**src/rtl/adc_mux_arbiter.sv**
```systemverilog
// adc_mux_arbiter
//   Shares one ADC between the QCW over-current detector (OCD) and the boost
//   converter current loop. The OCD has strict priority. Every mux change is
//   followed by a settle window whose samples are discarded. After the OCD
//   releases its request, ownership is kept for a hold window so that a
//   quickly re-asserted burst finds the mux already settled.
//
// Parameters
//   DATA_W        ADC sample width
//   SETTLE_CYCLES cycles discarded after a mux change (1..255)
//   RELEASE_HOLD  cycles the OCD keeps ownership after ocd_req drops (1..255)
//
// Ports
//   clk          240 MHz datapath clock, rising edge
//   resetn       synchronous, active-low reset
//   ocd_req      OCD requests the ADC (high for the burst)
//   boost_req    boost controller wants a current sample
//   adc_data     shared ADC sample
//   adc_mux      registered mux select: 1 = OCD sense, 0 = boost sense
//   ocd_ready    mux settled on OCD; QCW start permitted only while high
//   ocd_valid    OCD sample strobe, ocd_data holds between strobes
//   ocd_data     OCD sample
//   boost_valid  boost sample strobe, boost_data holds between strobes
//   boost_data   boost sample
//   boost_hold   boost must stop switching (no valid current sense)
//   switch_count saturating count of mux changes
module adc_mux_arbiter #(
  parameter int DATA_W        = 10,
  parameter int SETTLE_CYCLES = 24,
  parameter int RELEASE_HOLD  = 48
) (
  input  logic              clk,
  input  logic              resetn,
  input  logic              ocd_req,
  input  logic              boost_req,
  input  logic [DATA_W-1:0] adc_data,
  output logic              adc_mux,
  output logic              ocd_ready,
  output logic              ocd_valid,
  output logic [DATA_W-1:0] ocd_data,
  output logic              boost_valid,
  output logic [DATA_W-1:0] boost_data,
  output logic              boost_hold,
  output logic [15:0]       switch_count
);

  // The counter is loaded with N-1 and the state exits when it reads zero,
  // so the state occupies exactly N cycles.
  localparam logic [7:0] SETTLE_LOAD = 8'(SETTLE_CYCLES - 1);
  localparam logic [7:0] HOLD_LOAD   = 8'(RELEASE_HOLD - 1);

  typedef enum logic [2:0] {
    S_BOOST,
    S_SW_OCD,
    S_OCD,
    S_HOLD,
    S_SW_BOOST
  } state_t;

  state_t      state;
  state_t      state_nxt;
  logic [7:0]  cnt;
  logic [7:0]  cnt_nxt;
  logic        mux_nxt;
  logic        boost_take;
  logic [15:0] count_nxt;

  function automatic logic [15:0] sat_inc16(input logic [15:0] v);
    return (v == 16'hFFFF) ? v : v + 16'd1;
  endfunction

  always_ff @(posedge clk) begin
    if (!resetn) begin
      state <= S_SW_BOOST;
      cnt   <= SETTLE_LOAD;
    end else begin
      state <= state_nxt;
      cnt   <= cnt_nxt;
    end
  end

  // Next-state and state-decoded outputs. boost_req is deliberately absent:
  // it never influences ownership.
  always_comb begin
    state_nxt  = state;
    cnt_nxt    = cnt;
    ocd_ready  = 1'b0;
    boost_hold = 1'b1;
    boost_take = 1'b0;
    case (state)
      S_BOOST: begin
        boost_hold = 1'b0;
        boost_take = boost_req;
        if (ocd_req) begin
          state_nxt = S_SW_OCD;
          cnt_nxt   = SETTLE_LOAD;
        end
      end
      S_SW_OCD: begin
        // A dropped request does not abort the settle; S_OCD then hands
        // off to the normal hold.
        if (cnt == 8'd0) state_nxt = S_OCD;
        else             cnt_nxt   = cnt - 8'd1;
      end
      S_OCD: begin
        ocd_ready = 1'b1;
        if (!ocd_req) begin
          state_nxt = S_HOLD;
          cnt_nxt   = HOLD_LOAD;
        end
      end
      S_HOLD: begin
        ocd_ready = 1'b1;
        if (ocd_req) begin
          state_nxt = S_OCD;
        end else if (cnt == 8'd0) begin
          state_nxt = S_SW_BOOST;
          cnt_nxt   = SETTLE_LOAD;
        end else begin
          cnt_nxt = cnt - 8'd1;
        end
      end
      S_SW_BOOST: begin
        if (ocd_req) begin
          state_nxt = S_SW_OCD;
          cnt_nxt   = SETTLE_LOAD;
        end else if (cnt == 8'd0) begin
          state_nxt = S_BOOST;
        end else begin
          cnt_nxt = cnt - 8'd1;
        end
      end
      default: begin
        state_nxt = S_SW_BOOST;
        cnt_nxt   = SETTLE_LOAD;
      end
    endcase
  end

  // adc_mux is registered from the next state so it lines up with state.
  assign mux_nxt = (state_nxt == S_SW_OCD) || (state_nxt == S_OCD) ||
                   (state_nxt == S_HOLD);

  always_comb begin
    count_nxt = switch_count;
    if (mux_nxt != adc_mux) count_nxt = sat_inc16(switch_count);
  end

  // Output stage: samples captured with one cycle of latency.
  always_ff @(posedge clk) begin
    if (!resetn) begin
      adc_mux      <= 1'b0;
      switch_count <= 16'd0;
      ocd_valid    <= 1'b0;
      boost_valid  <= 1'b0;
      ocd_data     <= '0;
      boost_data   <= '0;
    end else begin
      adc_mux      <= mux_nxt;
      switch_count <= count_nxt;
      ocd_valid    <= ocd_ready;
      boost_valid  <= boost_take;
      if (ocd_ready)  ocd_data   <= adc_data;
      if (boost_take) boost_data <= adc_data;
    end
  end

endmodule

```
**config.mk**
```make
export PLATFORM = sky130hd
export DESIGN_NAME = adc_mux_arbiter
export DESIGN_NICKNAME = d
export VERILOG_FILES = /design/src/rtl/adc_mux_arbiter.sv
export SDC_FILE = /design/constraint.sdc
export NUM_CORES = 1
export LEC_CHECK = 0
export BUFFER_PORTS_ARGS = -buffer_cell sky130_fd_sc_hd__buf_2
export CORE_UTILIZATION = 58
export DETAILED_ROUTE_END_ITERATION = 8
export PLACE_DENSITY = 0.85
export SYNTH_ARGS = -nofsm -noshare
export SYNTH_HDL_FRONTEND = slang
export SYNTH_SLANG_ARGS = --single-unit
export TNS_END_PERCENT = 20
```
**constraint.sdc**
```tcl
create_clock -name clk -period 5.8 [get_ports clk]
set_clock_uncertainty 0.15 [all_clocks]
set_input_delay 0.29 -clock clk [delete_from_list [all_inputs] [get_ports clk]]
set_output_delay 0.29 -clock clk [all_outputs]
set_load 0.01 [all_outputs]
```
**Yosys cells after proc, flatten, opt, wreduce, memory -nomap -nowiden**

Index checks and enable logic that the tools add are counted.

- Reductions and logical operators: 7
- $add $sub $neg: 2
- Mux-type cells: 18
- Bitwise logic cells: 1
- Eq/ne operators: 12

Operators by type and width:

| operator | count |
|---|---|
| $mux W8 | 6 |
| $pmux W8 S5 | 1 |
| $mux W3 | 7 |
| $add A16 B1 Y16 const B | 1 |
| $eq A16 B16 Y1 const B | 1 |
| $pmux W3 S5 | 1 |
| $eq A3 B2 Y1 const B | 4 |
| $logic_not A8 Y1 | 1 |
| $sub A8 B1 Y8 const B | 1 |
| $eq A3 B1 Y1 const B | 2 |
| $ne A2 B2 Y1 const B | 3 |
| $eq A3 B3 Y1 const B | 1 |
| $logic_not A3 Y1 | 1 |
| $mux W1 | 3 |
| $reduce_and A3 Y1 | 1 |
| $logic_or A1 B1 Y1 | 2 |
| $reduce_and A2 Y1 | 1 |
| $reduce_or A2 Y1 | 1 |
| $ne A1 B1 Y1 | 1 |
| $not A1 Y1 | 1 |

- Flip-flop bits (word level): 50

**Depth between registers and ports, before layout**

- Depth after elaboration: 9
- Depth in mapped cells: 11
- Depth with buffers taken out: 10

**Worst setup path after synthesis**

OpenSTA, ideal clock, no wires.

- Kind: reg2reg
- From: reg cnt[0]
- To: reg switch_count[5]
- Library setup time: 0.129 ns
- Slack: 3.636 ns
- Stages on the path, launching flop included: 10
- Arrival: 1.885 ns
- Path through: dfxtp_1 > inv_1 > ha_1 > nor3b_1 > and2_1 > buf_6 > a221oi_2 > clkbuf_1 > nor4_1 > mux2i_1

- Word-level cells in the longest chain between the ends: 9
- Elaborated cells between the ends (all ways): 14

RTL lines:

| item | line | text |
|---|---|---|
| from (decl) | 62 | `logic [7:0] cnt;` |
| from (signal assigned) | 78 | `cnt <= cnt_nxt;` |
| $logic_not A8 Y1 (*) | 102, 116, 127 |  |
| $mux W3, on equally long branches | 127, 116 |  |
| $mux W3, on equally long branches | 124, 114 |  |
| $pmux W3 S5 (*) | 90 | `case (state)` |
| $eq A3 B1 Y1 or $eq A3 B2 Y1 (tied branches) | 141 | `assign mux_nxt = (state_nxt == S_SW_OCD) \|\| (state_nxt == S_OCD) \|\|` |
| $logic_or A1 B1 Y1 | 141 |  |
| $logic_or A1 B1 Y1 (*) | 141 |  |
| $ne A1 B1 Y1 (*) | 146 | `if (mux_nxt != adc_mux) count_nxt = sat_inc16(switch_count);` |
| $reduce_and A2 Y1 (no line) (*) | - |  |
| to (signal assigned) | 160 | `switch_count <= count_nxt;` |
| to (decl) | 44 | `output logic [15:0] switch_count` |

Every way passes the cells marked *; elsewhere a longest branch is shown, timed or not.
A chain may end at the register's enable or synchronous reset.

**Worst setup path in the final report**

- From: reg cnt[1]
- To: reg cnt[0]

- Word-level cells in the longest chain between the ends: 4
- Elaborated cells between the ends (all ways): 6

RTL lines:

| item | line |
|---|---|
| $logic_not A8 Y1 (*) | 102, 116, 127 |
| $mux W8, on equally long branches (2 in a row) | - |
| $pmux W8 S5 (*) | 90 |

Every way passes the cells marked *; elsewhere a longest branch is shown, timed or not. The select of a mux whose other input is x is not followed.

==> out/qor.yml <==
floorplanning:
  fp.dieArea_um2: 4460
  die-height_um: 66.8
  io_pins: 55
  start_util_pct: 60.8
  die_w_um: 66.8
  row_count: 23
  coreArea_um2: 4000
logic_synthesis:
  synth_warnings: 0
  synthSimpleGateAreaFrac_pct: 28.1
  ys_top_cells_by_area: "dfxtp_1 (41%), nand2_1 (9.7%), a21oi_1 (8.6%)"
  synth.distinct_cells: 48
  synth_area_per_cell_um2: 7.87
  yosysMostFrequentCell: "nand2_1"
  synth_seq_cells: 50
  synth_top_family_by_area: "simple AND/OR/NAND/NOR gates"
  yosysTopAreaCellShare_pct: 41.2
  ys_async_sr_fraction_pct: 0
  yosysSeqAreaShare_pct: 41.2
  syn_nets: 326
  ys.flop_type: "dfxtp_1"
  synthTopCellsByCount: "nand2_1 (63), dfxtp_1 (50), a21oi_1 (42), nor2_1 (16), clkbuf_1 (14)"
  yosys.area.top_type: "dfxtp_1"
  synthAdderAreaFrac_pct: 1.54
  synth_enable_flop_cells: 0
  syn_inst: 309
  syn_area_um2: 2430
  synthMuxAreaShare_pct: 1.23
  synth_compound_area_share_pct: 22.1
  synth_xor_area_share_pct: 1.08
layout:
  fin_nets: 371
  antenna_cells: 0
  regArea_um2: 1000
  area_growth_pct: 14.9
  fill_cells: 336
  drive_gt1_share_pct: 20.0
  multi_input_area_um2: 1310
timing:
  drv_slew: 0
  tightest_slew_ps: 745
  hold_viol: 0
  fin_crit_sh_pct: 44.2
  relSlewSlack_pct: 49.9
  finalSetupViolCount: 0
  max_freq_ghz: 0.390
  tns_ps: 0
  rsz0062_at_grt: "false"
  period_minus_slack_ps: 2570
grt:
  grt_remaining_overflow: 0
  grt_max_degree: 38
  grt_pass1_vias: 2082
  grt_usage_pct: 27.1
  grt_pass1_wl_mm: 9.26
  grt_antenna_before_repair: 0
clock_network:
  cts_resized: 0
  root_buffer: "clkbuf_8"
  holdBufCountCts: 0
  cts_made_buffers: 5
  postCtsSetupBuffers: 0
  clk-insertion-delay-late_ps: 310
  cts_buffer_depth: 2
  clock_sinks: 50
  cts_tree: "yes"
  clkTransAtPathRegs_ps: 90
  htreeDepth: 2
worst_setup_path:
  cp_top_family: "adder cells"
  path_class: "register to register"
  worstPathRequired_ps: 5830
  critical_path.max_fanout: 9
  arrival_ps: 2590
  path_cells: "inv_1 -> ha_1 -> nor3b_1 -> and2_1 -> inv_1 -> ha_1 -> o22a_1 -> o32ai_1 -> o21ai_0"
  critPathBufInv: 2
  critPathLaunchType: "register"
  worst_path_largest_cell_delay_ps: 350
  r2r_slack_ps: 3230
  cp_slowest_cell: "dfxtp_1"
  crit_path_end_kind: "register"
power_and_ir_drop:
  power_mw: 0.641
  swShare_pct: 26.3
  clkPwrFrac_pct: 34.0
  ir_drop_v: 0.000116
  power_frac_seq_pct: 56.1
  power_density_nw_per_um2: 229
  p_sw_mw: 0.168
  p_comb_share_pct: 9.9
  p_int_mw: 0.473
  leakagePower_nw: 1.10
detailed_routing:
  drt-pass1-iter-count: 5
  avgViaCountPerCell: 5.96
  wl_per_cell_um: 13.9
  drt_iter0_drc: 167
  post-route-drc-count: 0
  vias: 2412
  ant_nets: 0
  routed_wl_mm: 5.62
place:
  gp_congestion: 0.980
  dp_hpwl_mm: 3.93
  io_buffers: 54
status:
  status: "completed"
hold_path:
  worstHoldPathType: "input port to register"
flow_run:
  maxCapViolations: 0
per-stage QoR:
stage / hold slack, ps / cells / utilization (%) / area (um^2) / setup slack, ps
after global placement: 289 / 397 / 67.4 / 2700 / 3410
after detailed placement: 295 / 397 / 67.4 / 2700 / 3280
final: 72.4 / 405 / 69.9 / 2800 / 3230
after global routing: 59.4 / 405 / 69.9 / 2800 / 3070
after floorplan: 276 / 309 / - / 2430 / 3640
after CTS: 63.1 / 405 / 69.9 / 2800 / 3260
flip-flops by register name (all words and copies together) (netlist names):
name,cells
adc_mux,1
boost_data,10
boost_valid,1
cnt,8
ocd_data,10
ocd_valid,1
state,3
switch_count,16
kinds of logic after synthesis:
logic type / after synthesis
AO/OA/AOI/OAI: 86
XOR/XNOR: 3
adder cells (fa/ha/maj): 3
buffers and inverters: 27
flip-flops: 50
multiplexers: 3
AND/OR/NAND/NOR: 137
path summary, 6_finish.rpt:
| check | from | to | cells past startpoint |
|---|---|---|---|
| max | cnt[1] | cnt[0] | 9 |
| min | adc_data[0] | ocd_data[0] | 3 |
| max reg2reg | cnt[1] | cnt[0] | 9 |
| min reg2reg | boost_data[3] | boost_data[3] | 2 |
cell type report:
cell class | count | area share, %
Clock inverter | 2 | 0.582
Inverter | 9 | 1.21
Clock buffer | 6 | 2.95
Tap cell | 50 | 2.24
Sequential cell | 50 | 35.8
Timing Repair Buffer | 56 | 10.2
Multi-Input combinational cell | 232 | 47.0
layout by cell type, fill, tap and decap left out, types with 2 or more instances in the layout:
cell type / synthesis / layout
a21oi_1: 42 / 42
a31oi_1: 2 / 2
and2_1: 4 / 4
buf_2: 1 / 54
buf_4: 0 / 2
clkbuf_8: 0 / 6
dfxtp_1: 50 / 50
ha_1: 3 / 3
inv_1: 8 / 8
mux2i_1: 3 / 3
nand2_1: 63 / 63
nand2b_1: 10 / 10
nand3_1: 9 / 9
nand4_1: 6 / 6
nor2_1: 16 / 16
nor3_1: 4 / 4
nor3b_1: 2 / 2
nor4_1: 4 / 4
o211ai_1: 2 / 2
o21ai_0: 13 / 13
o21bai_1: 3 / 3
o221a_2: 2 / 2
o22a_1: 4 / 4
o311ai_0: 2 / 2
o31ai_1: 6 / 6
o32ai_1: 2 / 2
o41ai_1: 2 / 2
or3_1: 4 / 4
or3b_1: 2 / 2
or4_1: 5 / 5
xnor2_1: 2 / 2
per-layer routing:
layer,wire length (um),global-route usage (%)
met1,2360,33.0
met3,339,6.68
met5,0,0
met2,2820,45.1
met4,107,10.9
power groups by stage:
| stage | logic [mW] | clock network (mW) | registers, mW |
|---|---|---|---|
| floorplan | 0.0442 | 0 | 0.366 |
| global placement | 0.0608 | 0 | 0.367 |
| detailed placement | 0.0629 | 0 | 0.368 |
| CTS | 0.0630 | 0.223 | 0.360 |
| global route | 0.0700 | 0.239 | 0.362 |
| finish | 0.0632 | 0.218 | 0.360 |
tightest hold or removal path: cells and delay by family:
family | cells | cell delay (ps)
AOI/OAI and AO/OA | 1 | 50
buffers and inverters | 1 | 100
and+or+nand+nor | 1 | 50
(Power assumes the default switching activity.)
